<file path="config.mk">
export PLATFORM = sky130hd
export DESIGN_NAME = inst_fetch_unit
export DESIGN_NICKNAME = d
export VERILOG_FILES = /design/src/rtl/inst_fetch_unit.sv
export SDC_FILE = /design/constraint.sdc
export NUM_CORES = 1
export LEC_CHECK = 0
export ABC_AREA = 1
export CORE_UTILIZATION = 35
export CTS_CLUSTER_DIAMETER = 50
export CTS_CLUSTER_SIZE = 8
export DETAILED_ROUTE_END_ITERATION = 6
export HOLD_SLACK_MARGIN = 0.03
export PLACE_DENSITY_LB_ADDON = 0.2
export RECOVER_POWER = 50
export SYNTH_ARGS = -nofsm -noshare
export SYNTH_HDL_FRONTEND = slang
export SYNTH_SLANG_ARGS = --single-unit
export TNS_END_PERCENT = 30
</file>
<file path="constraint.sdc">
create_clock -name CLK -period 1.5 [get_ports CLK]
set_clock_uncertainty 0.1 [all_clocks]
set_input_delay 0.3 -clock CLK [delete_from_list [all_inputs] [get_ports CLK]]
set_output_delay 0.3 -clock CLK [all_outputs]
set_load 0.01 [all_outputs]
</file>
<file path="src/rtl/inst_fetch_unit.sv">
// inst_fetch_unit: instruction fetch stage in front of a combinational ROM.
// Owns the PC, captures ROM words into a one-entry IR and hands them to the
// decoder over valid/ready. Branch redirects squash the IR. The halt opcode
// 4'hF in the top nibble parks the unit until a restart or a redirect.
// Optional: define FETCH_PERF_EN to build the saturating fetch_count counter;
// without it, fetch_count is tied to zero.
module inst_fetch_unit #(
  parameter int unsigned   IW       = 9,
  parameter int unsigned   DW       = 32,
  parameter logic [IW-1:0] RESET_PC = '0
) (
  input  logic          CLK,
  input  logic          Reset,
  input  logic          start,
  output logic [IW-1:0] InstAddress,
  input  logic [DW-1:0] InstOut,
  input  logic          br_valid,
  input  logic [IW-1:0] br_target,
  output logic [DW-1:0] inst,
  output logic [IW-1:0] inst_pc,
  output logic          inst_valid,
  input  logic          inst_ready,
  output logic          done,
  output logic [15:0]   fetch_count
);

  typedef enum logic [1:0] {
    S_IDLE,
    S_RUN,
    S_HALT
  } state_t;

  state_t        state_q, state_d;
  logic [IW-1:0] pc_q, pc_d;
  logic [DW-1:0] ir_q, ir_d;
  logic [IW-1:0] irpc_q, irpc_d;
  logic          valid_q, valid_d;
  logic          done_q, done_d;

  logic          adv;
  logic          is_halt;

  assign adv     = !valid_q || inst_ready;
  assign is_halt = (InstOut[DW-1 -: 4] == 4'hF);

  assign InstAddress = pc_q;
  assign inst        = ir_q;
  assign inst_pc     = irpc_q;
  assign inst_valid  = valid_q;
  assign done        = done_q;

  // Next-state logic: start restarts from any state, then redirect, then fetch.
  always_comb begin
    state_d = state_q;
    pc_d    = pc_q;
    ir_d    = ir_q;
    irpc_d  = irpc_q;
    valid_d = valid_q;

    if (start) begin
      state_d = S_RUN;
      pc_d    = RESET_PC;
      valid_d = 1'b0;
    end else begin
      case (state_q)
        S_IDLE: begin
          state_d = S_IDLE;
        end
        S_RUN: begin
          if (br_valid) begin
            pc_d    = br_target;
            valid_d = 1'b0;
          end else if (adv) begin
            ir_d    = InstOut;
            irpc_d  = pc_q;
            valid_d = 1'b1;
            if (is_halt) begin
              state_d = S_HALT;
            end else begin
              pc_d = pc_q + IW'(1);
            end
          end
        end
        S_HALT: begin
          if (br_valid) begin
            state_d = S_RUN;
            pc_d    = br_target;
            valid_d = 1'b0;
          end else if (valid_q && inst_ready) begin
            valid_d = 1'b0;
          end
        end
        default: begin
          state_d = S_IDLE;
        end
      endcase
    end

    // done is a registered view of "halted with the IR drained", so it rises
    // the cycle after the halt word transfers and drops with any restart.
    done_d = (state_d == S_HALT) && !valid_d;
  end

  // State registers with synchronous reset.
  always_ff @(posedge CLK) begin
    if (Reset) begin
      state_q <= S_IDLE;
      pc_q    <= RESET_PC;
      ir_q    <= '0;
      irpc_q  <= '0;
      valid_q <= 1'b0;
      done_q  <= 1'b0;
    end else begin
      state_q <= state_d;
      pc_q    <= pc_d;
      ir_q    <= ir_d;
      irpc_q  <= irpc_d;
      valid_q <= valid_d;
      done_q  <= done_d;
    end
  end

`ifdef FETCH_PERF_EN
  logic [15:0] cnt_q;
  logic        fetch_cap;

  assign fetch_cap   = (state_q == S_RUN) && !start && !br_valid && adv;
  assign fetch_count = cnt_q;

  // Saturating count of IR captures, cleared on reset and on start.
  always_ff @(posedge CLK) begin
    if (Reset || start) begin
      cnt_q <= '0;
    end else if (fetch_cap && (cnt_q != '1)) begin
      cnt_q <= cnt_q + 16'd1;
    end
  end
`else
  assign fetch_count = '0;
`endif

endmodule
</file>
# After elaboration in Yosys (flattened, before gate mapping)

Cells that the tools add are included.
W data, S select, Z words.

RAM bits: 0
Latch bits: 0
Bits in read-only memories: 0
Input port bits: 46
Register bits after elaboration: 54
Memories kept: 0

Equal/unequal tests: 7
Bitwise gates (word level): 2
$add $sub $neg: 1
Shifts and indexed selects: 0
Divide/modulo/power cells: 0
Mux-type cells: 17
Reduce and logical (&&, ||, !) cells: 9
Magnitude comparators: 0
$mul: 0

Operators by type and width:

| kind                  | number |
|---|---|
| $mux W9               | 4 |
| $pmux W9 S2           | 1 |
| $mux W2               | 5 |
| $add A9 B1 Y9 const B | 1 |
| $reduce_and A4 Y1     | 2 |
| $ne A3 B3 Y1 const B  | 2 |
| $mux W1               | 5 |
| $eq A2 B2 Y1 const B  | 2 |
| $eq A4 B4 Y1 const B  | 1 |
| $pmux W2 S2           | 1 |
| $eq A2 B1 Y1 const B  | 1 |
| $logic_and A1 B1 Y1   | 2 |
| $logic_not A1 Y1      | 2 |
| $ne A2 B2 Y1 const B  | 1 |
| $not A1 Y1            | 2 |
| $pmux W1 S2           | 1 |
| $reduce_bool A2 Y1    | 1 |
| $reduce_or A2 Y1      | 1 |
| $logic_or A1 B1 Y1    | 1 |

# Logic depth before layout (Yosys ltp)

Gate-level depths: netlist of run 1.

Word-level depth: 8
Depth in mapped cells: 10

# Worst setup path before layout of run 1

OpenSTA, ideal clock, no wires.

Kind: register -> register
Start point: reg state_q[1]
End point: reg pc_q[5] (netlist: InstAddress[5])
Setup time: 0.119 ns
Setup slack: 0.037 ns
Arrival: 1.245 ns
Cell stages (with the launch flop): 10
Buffers on the path: 1
Path through: dfxtp_1 > inv_1 > ha_1 > buf_6 > nor2_1 > nor2_4 > nand2_4 > inv_6 > o21ai_1 > a21oi_2

Longest elaborated chain between the ends: 3
Elaborated cells between the ends (all ways): 8

RTL lines:

| item                                                | RTL line | source |
|---|---|---|
| from (decl)                                         | 33       | `state_t state_q, state_d;` |
| from (signal assigned)                              | 114      | `state_q <= state_d;` |
| $eq A2 B1 Y1 / $eq A2 B2 Y1 (equally long branches) | 65       | `case (state_q)` |
| $ne A3 B3 Y1 (no line) (tied with other cells)      | --       |  |
| $reduce_and A4 Y1 (no line)                         | --       |  |
| to (signal assigned)                                | 115      | `pc_q <= pc_d;` |
| to (decl)                                           | 34       | `logic [IW-1:0] pc_q, pc_d;` |

Several ways; a longest one is shown, not always the timed one.
A chain may end at the register's enable or synchronous reset.

# Worst setup path after layout of run 1

Start point: reg state_q[1]
End point: reg irpc_q[0] (netlist: inst_pc[0])

Longest elaborated chain between the ends: 2

RTL lines:

| item                        | RTL line | source |
|---|---|---|
| $eq A2 B1 Y1                | 65       |  |
| $reduce_and A4 Y1 (no line) | --       |  |
| to (signal assigned)        | 117      | `irpc_q <= irpc_d;` |
| to (decl)                   | 36       | `logic [IW-1:0] irpc_q, irpc_d;` |

No other way between the ends.

==> results of run 1 <==
-- repair_timing --
item	CTS	global route
resized for setup	69	40
pin swaps	2	20
setup endpoints to repair	104	50
gates cloned	0	6
buffers inserted	1	8
-- flip-flops by register name (all words and copies together) (netlist names) --
register / count
state_q: 2
inst_pc: 9
InstAddress: 9
inst_valid: 1
done: 1
inst: 32
-- worst max-delay path: cells and delay by family (launching register included) --
kind            cells  cell delay [ns]
compound gates      1             0.05
fa+ha+maj           1             0.19
buf+inv             3             0.46
flops               1             0.35
simple gates        2             0.21
-- Yosys cell counts --
| cell type | number |
|---|---|
| nor2_4 | 4 |
| o21bai_1 | 1 |
| nand2_1 | 76 |
| a21oi_2 | 2 |
| nor2_1 | 27 |
| nand2_2 | 1 |
| buf_6 | 2 |
| o211ai_1 | 1 |
| nand4_1 | 42 |
| dfxtp_1 | 54 |
| a21oi_1 | 48 |
| o21ai_0 | 1 |
| nor2_2 | 2 |
| buf_4 | 16 |
| nand3_2 | 1 |
| inv_2 | 4 |
| a31oi_1 | 1 |
| nand3_1 | 7 |
| and2_2 | 1 |
| nor3_1 | 1 |
| o21ai_1 | 11 |
| ha_1 | 3 |
| inv_1 | 16 |
| buf_2 | 9 |
| nand2_4 | 1 |
| clkbuf_1 | 12 |
| or2_1 | 2 |
| conb_1 | 1 |
| inv_6 | 1 |
-- worst max path at each step --
stage,end,from,depth (start not counted)
2_1_floorplan,InstAddress[5],state_q[1],9
3_5_place_dp,inst_pc[7],inst_ready,9
4_1_cts,inst_pc[1],state_q[1],7
3_3_place_gp,InstAddress[7],InstOut[29],9
5_1_grt,inst[1],state_q[1],7
6_report,inst_pc[0],state_q[1],7
-- layer usage --
metal  track usage  part of all wire
met1         0.250              0.45
met2         0.297              0.47
met3        0.0462             0.068
met4        0.0581             0.017
met5             0                 0
-- per-stage QoR --
stage,setup slack (ns),setup TNS [ns]
finish,-0.00442,-0.0110
global route,-0.0580,-1.74
CTS,-0.0113,-0.0531
detailed placement,-0.301,-14.55
global placement,-0.254,-12.63
floorplan,0.0368,0
-- cell type report --
cell class / instances / area, µm² / share of cell area
Clock inverter: 3 / 28.8 / 0.00702
Timing Repair Buffer: 139 / 1340 / 0.328
Sequential cell: 54 / 1100 / 0.268
Inverter: 21 / 83.8 / 0.0205
Clock buffer: 5 / 68.8 / 0.0168
Tap cell: 96 / 120 / 0.0293
Multi-Input combinational cell: 249 / 1360 / 0.331
-- cell families after synthesis --
kind of cell / share of synthesized area
AND/OR/NAND/NOR: 0.309
AO/OA/AOI/OAI: 0.132
buffers and inverters: 0.123
adder cells (fa/ha/maj): 0.0146
other: 0.00146
flip-flops: 0.420
-- power by group through the flow --
stage / Clock [mW] / Sequential, mW / Combinational (mW)
final: 0.887 / 1.48 / 0.530
after global routing: 0.988 / 1.48 / 0.571
after CTS: 0.914 / 1.48 / 0.465
after detailed placement: 0 / 1.51 / 0.473
after global placement: 0 / 1.51 / 0.472
after floorplan: 0 / 1.52 / 0.236
==> results.tsv, run 1 <==
metric	value	unit
Switching Share	0.282	
Peak VDD IR	0.469	mV
Finished Layout Cells	567	
Hold EP	inst[23]	
critical path, cell by cell	inv_1, ha_4, buf_12, nand3_4, clkbuf_16, nand2_1, a21oi_1	
I/O pin count	114	
Vias/cell	4.94	
count of final hold-check violations	0	
Slowest-stage cell, CP	dfxtp_2	
Die Span Y	87.7	µm
clk buf depth	2	
Comb power frac	0.183	
drt total wl	7960	µm
post-DR wirelength/cell	14.0	µm
net switching power	0.817	mW
max_cap viols	0	
Clk Latency, worst-skew pair	0.32	ns
start of the worst register-to-register path	state_q[1]	
most common cell after layout, fill and taps aside	nand2_1	
fin nets	519	
min-delay worst type	flop to flop	
Critical R2R Capture	inst_pc[0]	
initial DRC count	110	
core box area	0.00694	mm²
clock share of power	0.306	
DR DRC count	0	
diode count	0	
FF-to-FF setup slack	-0.004	ns
Layout fillers	640	
H-tree depth	2	
Area after DPL	0.00370	mm²
power per cell area	707	mW/mm²
area share of the largest cell type after synthesis	0.420	
Initial Util	0.370	
Hold Path Cell Cnt	2	
hold slack	0.358	ns
Yosys Warn Count	0	
vias in the first global route	2400	
failing checks	negative setup slack	
Area Overhead vs Synth	59.3	%
most frequent cells in the layout	nand2_1, dlygate4sd2_1, a21oi_1, dfxtp_1, clkdlybuf4s50_1	
achievable clock frequency	665	MHz
num rows	30	
Setup Viol. Count Final	4	
via count	2801	
static leakage	1.77	nW
Die Wd	87.7	µm
Worst Setup Start Kind	flop	
synthesized area per cell	7.39	µm²
ranking of synthesized cells by area	dfxtp_1, nand2_1, nand4_1	
GR Overflow Total	0	
worst setup margin	-0.00442	ns
DP HPWL	5140	µm
Tot GR Track Use	0.187	
first-pass GRT wire length	11300	µm
final instance area	0.00410	mm²
#FFs+latches synth	54	
Post-Syn Area	0.00257	mm²
WP data required	1.59	ns
Reg2Reg Depth	7	
sequential power share	0.511	
arrival time at the worst endpoint	1.59	ns
post-layout util	0.590	
total CTS buffers	5	
RSZ-0062 raised after global routing	true	
critical path type	flop to flop	
P_int	2.08	mW
Tot Pwr	2.90	mW
die area	0.00770	mm²
area leader, netlist	dfxtp_1	
initial antenna violation count	0	
CTS sink cnt	54	
Synth cell types	29	
crit path max fanout	8	
CTS root buffer	clkbuf_8	
CP peak stage delay	0.35	ns
router iterations before antenna repair	4	
CTS clock-pin slew for the worst setup and hold paths	0.11	ns
sequential element share of the synthesized area	0.420	
share of layout cells above drive strength 1	0.217	
minimum clock period	1.50	ns
CTS tree	done	
crit share post-route	1.00	
routability congestion estimate	0.881	
placed cells	544	
status	complete, but fails checks	
Synth Instances	348	
fin. max-slew vios	0	
crit path capture type	flop	
largest net degree at the start of global routing	43	
Port Buf Inserts	97	
antenna-violating nets left	0	
CTS Hold Bufs	0	
Hold Crit Start	inst[23]	
Note: power is estimated with default switching activity, not from simulation.
==> inputs of run 2 (changes only) <==
--- a/config.mk
+++ b/config.mk
@@ -6,6 +6,7 @@
 export NUM_CORES = 1
 export LEC_CHECK = 0
 export ABC_AREA = 1
+export CORE_MARGIN = 2
 export CORE_UTILIZATION = 35
 export CTS_CLUSTER_DIAMETER = 50
 export CTS_CLUSTER_SIZE = 8
==> results.tsv, run 2 (synthesis gave the netlist of run 1 again) <==
metric	value	unit	change
initial antenna violation count	0		unchanged
DP HPWL	5030	µm	-2.1%
total CTS buffers	5		unchanged
achievable clock frequency	668	MHz	+0.52%
fin. max-slew vios	0		unchanged
router iterations before antenna repair	4		unchanged
Worst Setup Start Kind	flop		
die area	0.00805	mm²	+4.6%
fin nets	518		-0.19%
RSZ-0062 raised after global routing	true		
num rows	31		+3.3%
most frequent cells in the layout	nand2_1, dlygate4sd2_1, dfxtp_1, clkdlybuf4s50_1, nand4_1		
drt total wl	8140	µm	+2.3%
first-pass GRT wire length	11700	µm	+3.8%
vias in the first global route	2424		+1.0%
GR Overflow Total	0		unchanged
initial DRC count	116		+5.5%
min-delay worst type	flop to flop		
Initial Util	0.359		-0.0120
Hold EP	inst[19]		
power per cell area	690	mW/mm²	-2.3%
CTS root buffer	clkbuf_8		
share of layout cells above drive strength 1	0.213		-0.00334
placed cells	544		unchanged
static leakage	1.78	nW	+0.20%
Reg2Reg Depth	7		unchanged
antenna-violating nets left	0		unchanged
Hold Crit Start	inst[19]		
Setup Viol. Count Final	0		-4
arrival time at the worst endpoint	1.64	ns	+0.05 ns
CTS Hold Bufs	0		unchanged
critical path type	flop to flop		
routability congestion estimate	0.863		-2.1%
Port Buf Inserts	97		unchanged
most common cell after layout, fill and taps aside	nand2_1		
post-DR wirelength/cell	14.3	µm	+2.1%
number of flip-flops in the largest register	32		unchanged
status	finished clean		
via count	2771		-1.1%
WP data required	1.64	ns	+0.05 ns
minimum clock period	1.50	ns	-0.00784 ns
crit path max fanout	20		+12
Hold Path Cell Cnt	2		unchanged
Tot Pwr	2.85	mW	-1.6%
Area Overhead vs Synth	60.5	%	
CP peak stage delay	0.37	ns	+0.02 ns
CTS sink cnt	54		unchanged
clk buf depth	2		unchanged
Finished Layout Cells	568		+0.18%
crit share post-route	0.998		-0.00523
Slowest-stage cell, CP	dfxtp_4		
FF-to-FF setup slack	0.003	ns	about the same
Crit path max-delay family	buffers and inverters		
final instance area	0.00413	mm²	+0.73%
Area after DPL	0.00372	mm²	+0.51%
H-tree depth	2		unchanged
DR DRC count	0		unchanged
Die Wd	89.7	µm	+2.3%
diode count	0		unchanged
start of the worst register-to-register path	state_q[0]		
core box area	0.00718	mm²	+3.3%
Die Span Y	89.7	µm	+2.3%
count of final hold-check violations	0		unchanged
Vias/cell	4.88		-1.2%
I/O pin count	114		unchanged
CP bufs+invs	3		unchanged
crit path capture type	flop		
Placement Setup Slack	-0.334	ns	-0.0328 ns
max_cap viols	0		unchanged
largest net degree at the start of global routing	43		unchanged
post-layout util	0.575		-0.0149
Peak VDD IR	0.385	mV	-18%
critical path, cell by cell	buf_4, ha_4, buf_12, nand3_4, clkbuf_16, nand2_1, a21oi_1		
CTS tree	done		
CTS clock-pin slew for the worst setup and hold paths	0.10	ns	about the same
Tot GR Track Use	0.175		-0.0126
Critical R2R Capture	inst[8]		
worst setup margin	0.00342	ns	+0.00784 ns
Clk Latency, worst-skew pair	0.30	ns	-0.02 ns
==> run 2: cell count changes in the layout (fill, tap and decap cells not counted), moves of 3 or more <==
cell and change:
a21oi_1 -7, a21oi_2 +7, buf_12 +4, buf_6 -4, nand2_1 +7, nand2_2 -7, nor2_2 +3
==> run 2: tightest hold or removal path: cells and delay by family (launching register included) <==
kind | cells | cell delay, ns
simple gates | 1 | 0.06
flops | 1 | 0.32
compound gates | 1 | 0.05
==> run 2: area by class of cell <==
class	instances	area [µm²]
fill	685	3050
multi-input combinational	249	1360
inverter	21	86.3
sequential	54	1090
timing repair buffer	137	1370
tap	99	124
timing repair inverter	1	6.26
clock inverter	2	13.8
clock buffer	5	68.8
==> run 2: repair_timing <==
action	CTS	global route
setup buffers	0	11
pin swaps	0	28
gates cloned	0	6
resized for setup	62	44
endpoints found under the setup margin	103	53
==> run 2: power breakdown <==
part	switching [mW]	leakage, nW	internal [mW]
logic	0.273	1.29	0.286
registers	0.0206	0.441	1.46
clock network	0.486	0.0444	0.324
total	0.780	1.78	2.07
==> run 2: worst max-delay path by stage <==
stage / start / to / slack (ns) / depth (start not counted)
floorplan: state_q[1] / InstAddress[5] / 0.04 / 9
global placement: inst_ready / inst[27] / -0.28 / 9
detailed placement: inst_ready / inst[20] / -0.33 / 9
CTS: state_q[0] / InstAddress[5] / -0.05 / 8
global route: state_q[0] / InstAddress[5] / -0.08 / 10
finish: state_q[0] / inst[8] / 0.003 / 7
==> run 2: through the flow <==
stage               TNS [ns]  hold WS, ns
finish                     0        0.361
detailed placement    -16.03        0.352
CTS                   -0.202        0.364
global placement      -13.83        0.348
floorplan                  0        0.367
global route           -1.50        0.381
==> run 2: routing by layer <==
layer / share of wire / global-route usage / up-vias
met3: 0.060 / 0.0461 / 12
met4: 0.012 / 0.0449 / 0
met5: 0 / 0 / -
li1: - / - / 1384
met2: 0.47 / 0.271 / 103
met1: 0.46 / 0.242 / 1272
